[src/rtl/mem_access.sv]
// mem_access: MEM-stage load/store sequencer with IDLE/BUSY/DONE handshake to a data memory.
// Define MEM_SUBWORD_EN for byte/halfword lanes, load extension and misalign detection.
module mem_access (
    input  logic        clk,
    input  logic        rst,
    input  logic        memReadM,
    input  logic        memWriteM,
    input  logic [1:0]  memSizeM,
    input  logic        memUnsignedM,
    input  logic [31:0] aluOutM,
    input  logic [31:0] writeDataM,
    output logic        dmem_req,
    output logic        dmem_we,
    output logic [31:0] dmem_addr,
    output logic [3:0]  dmem_be,
    output logic [31:0] dmem_wdata,
    input  logic        dmem_ack,
    input  logic [31:0] dmem_rdata,
    output logic [31:0] readDataM,
    output logic        stallM,
    output logic        misalignM
);
    typedef enum logic [1:0] {IDLE, BUSY, DONE} state_t;
    state_t r_state, w_next;
    logic        w_access, w_misalign, w_launch;
    logic [3:0]  w_be;
    logic [31:0] w_wdata, w_load;

    assign w_access = memReadM | memWriteM;
`ifdef MEM_SUBWORD_EN
    logic [1:0]  r_size, r_lane;
    logic        r_uns;
    logic [31:0] w_shifted;
    assign w_misalign = (memSizeM == 2'b01) ? aluOutM[0] : (memSizeM[1] & |aluOutM[1:0]);
    assign w_be = (memSizeM == 2'b00) ? 4'b0001 << aluOutM[1:0] :
                  (memSizeM == 2'b01) ? 4'b0011 << aluOutM[1:0] : 4'b1111;
    assign w_wdata = (memSizeM == 2'b00) ? {4{writeDataM[7:0]}} :
                     (memSizeM == 2'b01) ? {2{writeDataM[15:0]}} : writeDataM;
    assign w_shifted = dmem_rdata >> {r_lane, 3'b000};
    assign w_load = (r_size == 2'b00) ? {{24{~r_uns & w_shifted[7]}}, w_shifted[7:0]} :
                    (r_size == 2'b01) ? {{16{~r_uns & w_shifted[15]}}, w_shifted[15:0]} : dmem_rdata;
    always_ff @(posedge clk or negedge rst) begin
        if (!rst) begin
            r_size <= 2'b00;
            r_lane <= 2'b00;
            r_uns  <= 1'b0;
        end else if (w_launch) begin
            r_size <= memSizeM;
            r_lane <= aluOutM[1:0];
            r_uns  <= memUnsignedM;
        end
    end
`else
    logic w_unused;
    assign w_unused   = ^{memSizeM, memUnsignedM, aluOutM[1:0]};
    assign w_misalign = 1'b0;
    assign w_be       = 4'b1111;
    assign w_wdata    = writeDataM;
    assign w_load     = dmem_rdata;
`endif

    assign w_launch  = (r_state == IDLE) & w_access & ~w_misalign;
    assign dmem_req  = (r_state == BUSY);
    // Stall and misalign are combinational, so gate them with reset to keep them low while held.
    assign stallM    = rst & (w_launch | (r_state == BUSY));
    assign misalignM = rst & (r_state == IDLE) & w_access & w_misalign;

    always_comb begin
        w_next = r_state;
        if (w_launch)
            w_next = BUSY;
        else if (r_state == BUSY && dmem_ack)
            w_next = DONE;
        else if (r_state == DONE)
            w_next = IDLE;
    end

    always_ff @(posedge clk or negedge rst) begin
        if (!rst)
            r_state <= IDLE;
        else
            r_state <= w_next;
    end

    always_ff @(posedge clk or negedge rst) begin
        if (!rst) begin
            dmem_we    <= 1'b0;
            dmem_addr  <= '0;
            dmem_be    <= '0;
            dmem_wdata <= '0;
            readDataM  <= '0;
        end else begin
            if (w_launch) begin
                dmem_we    <= memWriteM;
                dmem_addr  <= {aluOutM[31:2], 2'b00};
                dmem_be    <= w_be;
                dmem_wdata <= w_wdata;
            end
            if (r_state == BUSY && dmem_ack && !dmem_we)
                readDataM <= w_load;
            else if (misalignM)
                readDataM <= '0;
        end
    end
endmodule

[config.mk]
export PLATFORM = sky130hd
export DESIGN_NAME = mem_access
export DESIGN_NICKNAME = d
export VERILOG_FILES = /design/src/rtl/mem_access.sv
export SDC_FILE = /design/constraint.sdc
export NUM_CORES = 1
export LEC_CHECK = 0
export BUFFER_PORTS_ARGS = -buffer_cell sky130_fd_sc_hd__buf_4
export CAP_MARGIN = 25
export CORE_UTILIZATION = 48
export DETAILED_ROUTE_END_ITERATION = 12
export GPL_TIMING_DRIVEN = 0
export MAX_ROUTING_LAYER = met4
export PLACE_DENSITY_LB_ADDON = 0.2
export RECOVER_POWER = 100
export SYNTH_ARGS = -nofsm -noshare
export SYNTH_HDL_FRONTEND = slang
export SYNTH_SLANG_ARGS = --single-unit
[constraint.sdc]
create_clock -name clk -period 2.8 [get_ports clk]
set_clock_uncertainty 0.15 [all_clocks]
set_input_delay 0.14 -clock clk [delete_from_list [all_inputs] [get_ports clk]]
set_output_delay 0.14 -clock clk [all_outputs]
set_load 0.02 [all_outputs]
==> impl_metrics.env, run 1 <==
export IMPL_status="complete, no violations"
export IMPL_required_ps=2890
export IMPL_final_antenna_net_count=0
export IMPL_slew_viol_final=0
export IMPL_wl_met3_um=848
export IMPL_met2_length_um=6250
export IMPL_fin_crit_sh=0.807
export IMPL_cp_max_fo=10
export IMPL_grt_pass1_wl_um=18900
export IMPL_dr_pass1_iters=4
export IMPL_final_cells=637
export IMPL_cts_resized=0
export IMPL_layout_drive_gt1_share=0.415
export IMPL_nets=636
export IMPL_synth_distinct_cells=17
export IMPL_wirelength_um=11900
export IMPL_area_growth_pct=64.7
export IMPL_vias=3079
export IMPL_final_core_util=0.836
export IMPL_ys_async_sr_fraction=1.00
export IMPL_hp_class="input pin to async pin"
export IMPL_synth_largest_area_cell="dfrtp_1"
export IMPL_cts_setup_buffers=0
export IMPL_vias_per_cell=4.83
export IMPL_holdWs_ps=167
export IMPL_period_needed_ps=2260
export IMPL_initial_core_util=0.507
export IMPL_finalSetupTns_ps=0
export IMPL_hold_buffers=98
export IMPL_arrival_ps=2350
export IMPL_critPathLaunchType="flip-flop"
export IMPL_design_area_um2=6220
export IMPL_io_pin_count=208
export IMPL_power_leakage_nw=2.75
export IMPL_synth_top_area_frac=0.649
export IMPL_rr_worst_depth=4
export IMPL_gr_total_overflow=0
export IMPL_worstMarginPinSlew_ps=947
export IMPL_coreArea_um2=7450
export IMPL_placed_cell_area_um2=5430
export IMPL_clockRootBuffer="clkbuf_8"
export IMPL_antenna_found_initial=1
export IMPL_clk_pin_slew_worst_paths_ps=100
export IMPL_rsz0062_at_grt="false"
export IMPL_grt_pass1_vias=3506
export IMPL_row_count=31
export IMPL_h_tree_depth=3
export IMPL_wire_per_inst_um=18.8
export IMPL_slew_headroom=0.367
export IMPL_wl_met1_um=4530
export IMPL_crit_type="flip-flop to flip-flop"
export IMPL_setup_violations_final=0
export IMPL_cts_sinks=98
export IMPL_dp_cells=522
export IMPL_portBuffers=199
export IMPL_grt_max_degree=53
export IMPL_die_y_um=90.7
export IMPL_finalHoldViolations=0
export IMPL_routabilityCongestion=0.727
export IMPL_synth_area_per_cell_um2=17.1
export IMPL_syn_instance_count=221
export IMPL_seq_area_frac_synth=0.649
export IMPL_dieArea_um2=8230
export IMPL_worst_slack_ps=539
export IMPL_clk_path_buf_depth=2
export IMPL_syn_area_um2=3780
export IMPL_max_cap_violations=0
export IMPL_crit_reg2reg_capture="readDataM[12]"
export IMPL_cts_tree="built"
export IMPL_vdd_drop_max_mv=0.717
export IMPL_ys_ff_latch=98
export IMPL_synth_area_leaders="dfrtp_1 65%, mux2_2 28%, buf_6 1.8%, clkbuf_8 1.5%, buf_4 1.2%"
export IMPL_synth_common_cells="98 x dfrtp_1, 94 x mux2_2, 6 x buf_4, 6 x buf_6, 4 x clkbuf_8"
export IMPL_fillCellCount=466
export IMPL_routed_top_layer="met4"
export IMPL_yosysWarnings=0
export IMPL_cellPowerDensity_nw_per_um2=1080
export IMPL_cts_buffers=9
export IMPL_place_detailed_hpwl_um=6380
export IMPL_die_width_um=90.7
export IMPL_clk_latency_ps=360
export IMPL_power_total_mw=6.71
export IMPL_regToRegStartpoint="r_state[1]"
export IMPL_synth_edff_count=0
export IMPL_ys_flop_type="dfrtp_1"
export IMPL_grt_use_total=0.314
export IMPL_r2r_slack_ps=540
export IMPL_drc=0
export IMPL_dp_slack_ps=1050
export IMPL_drt_first_iter_violations=75
export IMPL_yosysMostFrequentCell="dfrtp_1"
export IMPL_critPathCaptureType="flip-flop"
export IMPL_max_freq_mhz=442
[critical path, cell delays in order, from the launching register on]
cell,delay (ps)
dfrtp_1,430
nand2b_1,180
nor3b_1,770
buf_6,250
mux2_1,360
[sequential cells by signal, indices dropped and copies added (netlist names)]
register,cells
dmem_addr,30
dmem_be,1
r_state,2
dmem_wdata,32
dmem_we,1
readDataM,32
[cells by family (layout without fill, tap and decap cells)]
family	count (synthesis)	after routing	share of synthesized area
flops	98	98	0.649
compound gates	4	4	0.00828
mux	94	94	0.280
simple gates	8	8	0.0172
other cells	1	4	0.000992
buf+inv	16	330	0.0444
[worst max path at each step]
stage / from / endpoint / depth (start not counted)
after floorplan: r_state[1] / readDataM[10] / 4
after global placement: rst / stallM / 3
after detailed placement: r_state[1] / dmem_addr[18] / 5
after CTS: rst / stallM / 4
after global routing: r_state[1] / readDataM[12] / 4
final: r_state[1] / readDataM[12] / 4
[layer usage]
layer,GRT usage,vias to the layer above
li1,-,1383
met1,0.343,1524
met3,0.0724,23
met5,-,-
met4,0.130,0
met2,0.549,149
[final cells by class]
cell class,count,area (um2),area share
tap,99,124,0.0199
sequential,98,2450,0.394
clock inverter,6,66.3,0.0107
timing repair buffer,298,2130,0.343
clock buffer,10,138,0.0221
antenna,1,2.50,0.000402
buffer,16,160,0.0257
multi-input combinational,109,1150,0.184
[layout by cell type, fill, tap and decap left out]
cell type      netlist  routed
buf_16               0       1
mux2_1               0       5
or2_2                1       1
clkinvlp_4           0       3
bufinv_16            0       1
a21o_1               1       1
clkinv_4             0       1
nand2_1              1       1
dlygate4sd3_1        0      98
o21a_1               2       2
conb_1               1       3
clkinv_2             0       1
diode_2              0       1
a22o_1               1       1
nand2b_1             0       1
dfrtp_1             98      98
clkbuf_4             0       3
buf_4                6     104
nor2b_1              1       1
clkbuf_1             0      99
mux2_2              94      89
nor2_1               1       1
nor3b_1              1       2
clkbuf_8             4      14
nor3_1               1       1
buf_6                6       5
[where the power goes]
group          switching, mW  total [mW]  internal (mW)
Combinational           1.86        3.19           1.33
Clock                  0.502       0.939          0.437
Sequential             0.439        2.58           2.14
Total                   2.80        6.71           3.91
(Power assumes the default switching activity.)
==> run 2: changes to the inputs <==
Settings changed: ABC_AREA from default to 1, CORE_UTILIZATION 48 to 45.
Clock period 2.8 ns to 2.25 ns, I/O delays scaled along.
==> run 2 against run 1 <==
  * Cell area increased by 3.1%
  * Power increased by 21%
  * Final cell count increased by 35%
  * Critical path depth increased by 1
  * Clock-buffer cell count unchanged
  * Sequential power increased by 19%
  * Flip-flop and latch count unchanged
  * Global-route usage decreased by 0.98 points
  * Critical endpoint is now stallM
  * Largest cell class unchanged
==> impl_metrics.env, run 2 <==
export IMPL_ys_async_sr_fraction=1.00
export IMPL_clk_latency_ps=340
export IMPL_fillCellCount=639
export IMPL_vdd_drop_max_mv=0.707
export IMPL_portBuffers=198
export IMPL_cts_setup_buffers=0
export IMPL_cts_sinks=98
export IMPL_rsz0062_at_grt="false"
export IMPL_setup_violations_final=0
export IMPL_vias_per_cell=5.00
export IMPL_vias=4304
export IMPL_drt_first_iter_violations=201
export IMPL_area_growth_pct=61.4
export IMPL_clockRootBuffer="clkbuf_8"
export IMPL_final_common_cell="nand2_1"
export IMPL_grt_pass1_vias=4362
export IMPL_synth_edff_count=0
export IMPL_critPathCaptureType="primary output"
export IMPL_seq_area_frac_synth=0.617
export IMPL_synth_top_area_frac=0.617
export IMPL_io_pin_count=208
export IMPL_diodes=0
export IMPL_wirelength_um=13200
export IMPL_cpMaxStageDelayCell="dlygate4sd3_1"
export IMPL_place_detailed_hpwl_um=7930
export IMPL_grt_max_degree=51
export IMPL_period_needed_ps=2030
export IMPL_max_freq_mhz=494
export IMPL_row_count=33
export IMPL_yosysWarnings=0
export IMPL_worst_slack_ps=224
export IMPL_initial_core_util=0.475
export IMPL_largestRegisters="dmem_wdata: 32 flops, readDataM: 32 flops, dmem_addr: 30 flops"
export IMPL_die_y_um=96.0
export IMPL_ys_ff_latch=98
export IMPL_nets=855
export IMPL_grt_use_total=0.304
export IMPL_cp_cell_sequence="dlygate4sd3_1, buf_6, buf_16, a21boi_1, buf_4"
export IMPL_hp_class="input pin to async pin"
export IMPL_synth_area_leaders="dfrtp_1 62%, nand2_1 18%, nand3_1 7.8%, nand4_1 5.2%, clkbuf_1 1.6%"
export IMPL_max_cap_violations=0
export IMPL_arrival_ps=1760
export IMPL_die_width_um=96.0
export IMPL_power_leakage_nw=3.29
export IMPL_synth_area_per_cell_um2=9.04
export IMPL_grt_pass1_wl_um=20600
export IMPL_dr_pass1_iters=4
export IMPL_finalHoldViolations=0
export IMPL_gr_total_overflow=0
export IMPL_final_core_util=0.766
export IMPL_slowest_delay_ps=560
export IMPL_synth_largest_area_cell="dfrtp_1"
export IMPL_yosysMostFrequentCell="nand2_1"
export IMPL_syn_area_um2=3980
export IMPL_routabilityCongestion=0.729
export IMPL_syn_instance_count=440
export IMPL_crit_type="input pin to primary output"
export IMPL_cts_tree="built"
export IMPL_slew_viol_final=0
export IMPL_synth_distinct_cells=17
export IMPL_antenna_found_initial=0
export IMPL_critPathLaunchType="input pin"
export IMPL_r2r_slack_ps=390
export IMPL_h_tree_depth=3
export IMPL_status="complete, no violations"
export IMPL_cts_buffers=9
export IMPL_drc=0
export IMPL_synth_common_cells="195 x nand2_1, 98 x dfrtp_1, 62 x nand3_1"
export IMPL_final_cell_mix="195 x nand2_1, 122 x clkbuf_1, 104 x buf_4, 99 x dlygate4sd3_1, 98 x dfrtp_1"
export IMPL_cp_max_fo=50
export IMPL_ys_flop_type="dfrtp_1"
export IMPL_coreArea_um2=8380
export IMPL_required_ps=1990
export IMPL_dieArea_um2=9220
export IMPL_clk_pin_slew_worst_paths_ps=100
export IMPL_clk_path_buf_depth=2
export IMPL_final_antenna_net_count=0
export IMPL_fin_crit_sh=0.901
export IMPL_layout_drive_gt1_share=0.171
export IMPL_wire_per_inst_um=15.4
export IMPL_cellPowerDensity_nw_per_um2=1270
export IMPL_dp_slack_ps=604
export IMPL_finalSetupTns_ps=0
==> run 2: power by group <==
part           switching, mW  leakage, nW  internal [mW]
combinational           2.79         1.98           1.14
clock                  0.594       0.0941          0.535
sequential             0.483         1.21           2.59
total                   3.87         3.29           4.26
==> run 2: through the flow <==
step	area, um2	instances	power (mW)	hold slack, ps
floorplan	3990	442	5.55	-333
global placement	5600	745	7.40	183
detailed placement	5630	746	7.54	30.0
CTS	6810	860	8.81	149
global route	6420	860	8.71	150
finish	6420	860	8.13	114
==> run 2: metal layers <==
layer,part of all wire,global-route usage,up-vias
met5,0,-,-
met4,0.035,0.146,0
met3,0.063,0.0624,40
met2,0.51,0.509,193
met1,0.40,0.349,2035
li1,-,-,2036
==> run 2: final timing paths <==
check / cells after the start / endpoint / start
hold / removal: 2 / readDataM[12] / rst
min in group clk: 5 / dmem_wdata[18] / memReadM
setup / recovery: 5 / stallM / rst
max in group asynchronous: 3 / dmem_wdata[18] / rst
hold reg to reg: 2 / readDataM[3] / readDataM[3]
setup reg to reg: 5 / readDataM[31] / r_state[0]
==> run 2: cells by family after synthesis <==
group	after synthesis	synth area share
compound gates	3	0.00440
buf+inv	46	0.0598
flops	98	0.617
other cells	1	0.000943
simple gates	292	0.318
==> run 2: cell type report <==
class / count / area, um2 / area share
timing repair buffer: 298 / 2150 / 0.335
clock inverter: 5 / 55.1 / 0.00858
clock buffer: 10 / 138 / 0.0214
multi-input combinational: 298 / 1290 / 0.201
sequential: 98 / 2450 / 0.382
buffer: 38 / 173 / 0.0269
tap: 105 / 131 / 0.0205
inverter: 8 / 30.0 / 0.00468
==> run 2: worst max-delay path: cells and delay by family <==
family | cells | cell delay, ps
compound gates | 1 | 190
buf+inv | 4 | 1400
==> run 2: what timing repair did <==
action,in CTS,in global routing
endpoints found under the hold margin,145,0
hold buffers,99,0
setup endpoints to repair,0,1
gates resized for setup,0,1
==> run 3: changes to the inputs <==
Settings changed: ABC_AREA 1 to default, CORE_UTILIZATION 45 to 44.
==> run 3 against run 2 <==
  * Core utilization down 1.2 points
  * Fmax up 5.3%
  * Setup slack better by 100 ps
  * Global-route usage down 6.1 points
  * Critical endpoint is now readDataM[26]
  * Largest power group unchanged
==> impl_metrics.env, run 3 (synthesized netlist as in run 1, its figures left out) <==
export IMPL_status="complete, no violations"
export IMPL_cts_tree="built"
export IMPL_rr_worst_depth=4
export IMPL_clkPwrFrac=0.142
export IMPL_rsz0062_at_grt="false"
export IMPL_final_common_cell="buf_4"
export IMPL_final_cell_mix="103 x buf_4, 100 x clkbuf_1, 98 x dfrtp_1, 98 x dlygate4sd3_1, 94 x mux2_2"
export IMPL_diodes=0
export IMPL_grt_pass1_wl_um=15900
export IMPL_hold_depth=4
export IMPL_dp_slack_ps=501
export IMPL_final_cells=643
export IMPL_clk_latency_ps=340
export IMPL_crit_type="flip-flop to flip-flop"
export IMPL_cts_buffers=9
export IMPL_drc=0
export IMPL_coreArea_um2=8260
export IMPL_finalSetupTns_ps=0
export IMPL_wirelength_um=10400
export IMPL_routabilityCongestion=0.713
export IMPL_setup_violations_final=0
export IMPL_die_width_um=94.7
export IMPL_portBuffers=199
export IMPL_nets=637
export IMPL_swShare=0.403
export IMPL_dieArea_um2=8960
export IMPL_row_count=33
export IMPL_holdWs_ps=172
export IMPL_clockRootBuffer="clkbuf_8"
export IMPL_clk_path_buf_depth=2
export IMPL_internal_power_mw=4.89
export IMPL_slew_headroom=0.176
export IMPL_hp_class="input pin to flip-flop"
export IMPL_multi_input_area_um2=1160
export IMPL_crit_buf_inv=1
export IMPL_clk_pin_slew_worst_paths_ps=90
export IMPL_power_total_mw=8.20
export IMPL_cts_setup_buffers=0
export IMPL_critPathLaunchType="flip-flop"
export IMPL_slew_viol_final=0
export IMPL_slowest_delay_ps=430
export IMPL_place_detailed_hpwl_um=6190
export IMPL_cp_cell_sequence="nand2b_1, nor3b_4, clkbuf_2, mux2_2"
export IMPL_cpMaxStageDelayCell="dfrtp_1"
export IMPL_area_growth_pct=64.8
export IMPL_final_core_util=0.754
export IMPL_dp_cells=528
export IMPL_fin_crit_sh=0.855
export IMPL_cp_max_fo=10
export IMPL_arrival_ps=2000
export IMPL_fillCellCount=600
export IMPL_regArea_um2=2450
export IMPL_io_pin_count=208
export IMPL_largestRegisters="dmem_wdata: 32 flops, readDataM: 32 flops, dmem_addr: 30 flops"
export IMPL_final_antenna_net_count=0
export IMPL_dr_pass1_iters=3
export IMPL_cts_sinks=98
export IMPL_placed_cell_area_um2=5440
export IMPL_h_tree_depth=3
export IMPL_gr_total_overflow=0
export IMPL_vias_per_cell=4.66
export IMPL_vdd_drop_max_mv=0.817
export IMPL_layout_drive_gt1_share=0.426
export IMPL_antenna_found_initial=0
export IMPL_grt_max_degree=52
export IMPL_seqPwrFrac=0.386
export IMPL_cts_resized=0
export IMPL_hold_buffers=99
export IMPL_power_frac_comb=0.472
export IMPL_finalHoldViolations=0
export IMPL_period_needed_ps=1920
export IMPL_initial_core_util=0.458
export IMPL_power_switching_mw=3.31
export IMPL_cp_num_cells=4
export IMPL_worst_slack_ps=326
export IMPL_max_cap_violations=0
export IMPL_vias=2994
export IMPL_crit_family="simple AND/OR/NAND/NOR gates"
export IMPL_die_y_um=94.7
export IMPL_cellPowerDensity_nw_per_um2=1320
export IMPL_worstMarginPinSlew_ps=1240
export IMPL_design_area_um2=6230
export IMPL_max_freq_mhz=520
export IMPL_power_leakage_nw=2.76
export IMPL_grt_pass1_vias=3320
export IMPL_grt_use_total=0.243
export IMPL_wire_per_inst_um=16.2
export IMPL_drt_first_iter_violations=63
export IMPL_critPathCaptureType="flip-flop"
export IMPL_required_ps=2320
run 3: layout make-up:
| class | instances | share of cell area |
|---|---|---|
| well taps | 105 | 0.0211 |
| repair buffers | 299 | 0.343 |
| plain buffers | 16 | 0.0229 |
| clock inverters | 4 | 0.00804 |
| multi-input cells | 109 | 0.186 |
| flip-flops and latches | 98 | 0.394 |
| clock buffers | 12 | 0.0249 |
run 3: routing by layer:
layer	vias to the layer above	track usage	part of all wire
met5	-	-	0
met4	0	0.0770	0.0084
met3	10	0.0475	0.069
met2	137	0.424	0.53
met1	1462	0.283	0.40
li1	1385	-	-
run 3: final timing paths:
kind                                from              to  slack, ps
max reg2reg                   r_state[1]   readDataM[26]        330
min in group asynchronous            rst   readDataM[21]        270
min reg2reg                readDataM[15]   readDataM[15]        360
max                           r_state[1]   readDataM[26]        330
min                             memReadM  dmem_wdata[18]        170
max in group asynchronous            rst  dmem_wdata[21]        490
run 3: tightest hold or removal path, stage by stage:
cell    delay (ps)
buf_4           90
o21a_1         120
buf_6          160
mux2_2         160
run 3: power groups by stage:
| stage | clock [mW] | combinational [mW] | sequential (mW) |
|---|---|---|---|
| global placement | 0 | 4.39 | 3.12 |
| floorplan | 0 | 1.50 | 4.23 |
| global route | 1.26 | 4.12 | 3.28 |
| finish | 1.16 | 3.87 | 3.16 |
| CTS | 1.19 | 4.64 | 3.16 |
| detailed placement | 0 | 4.48 | 3.19 |
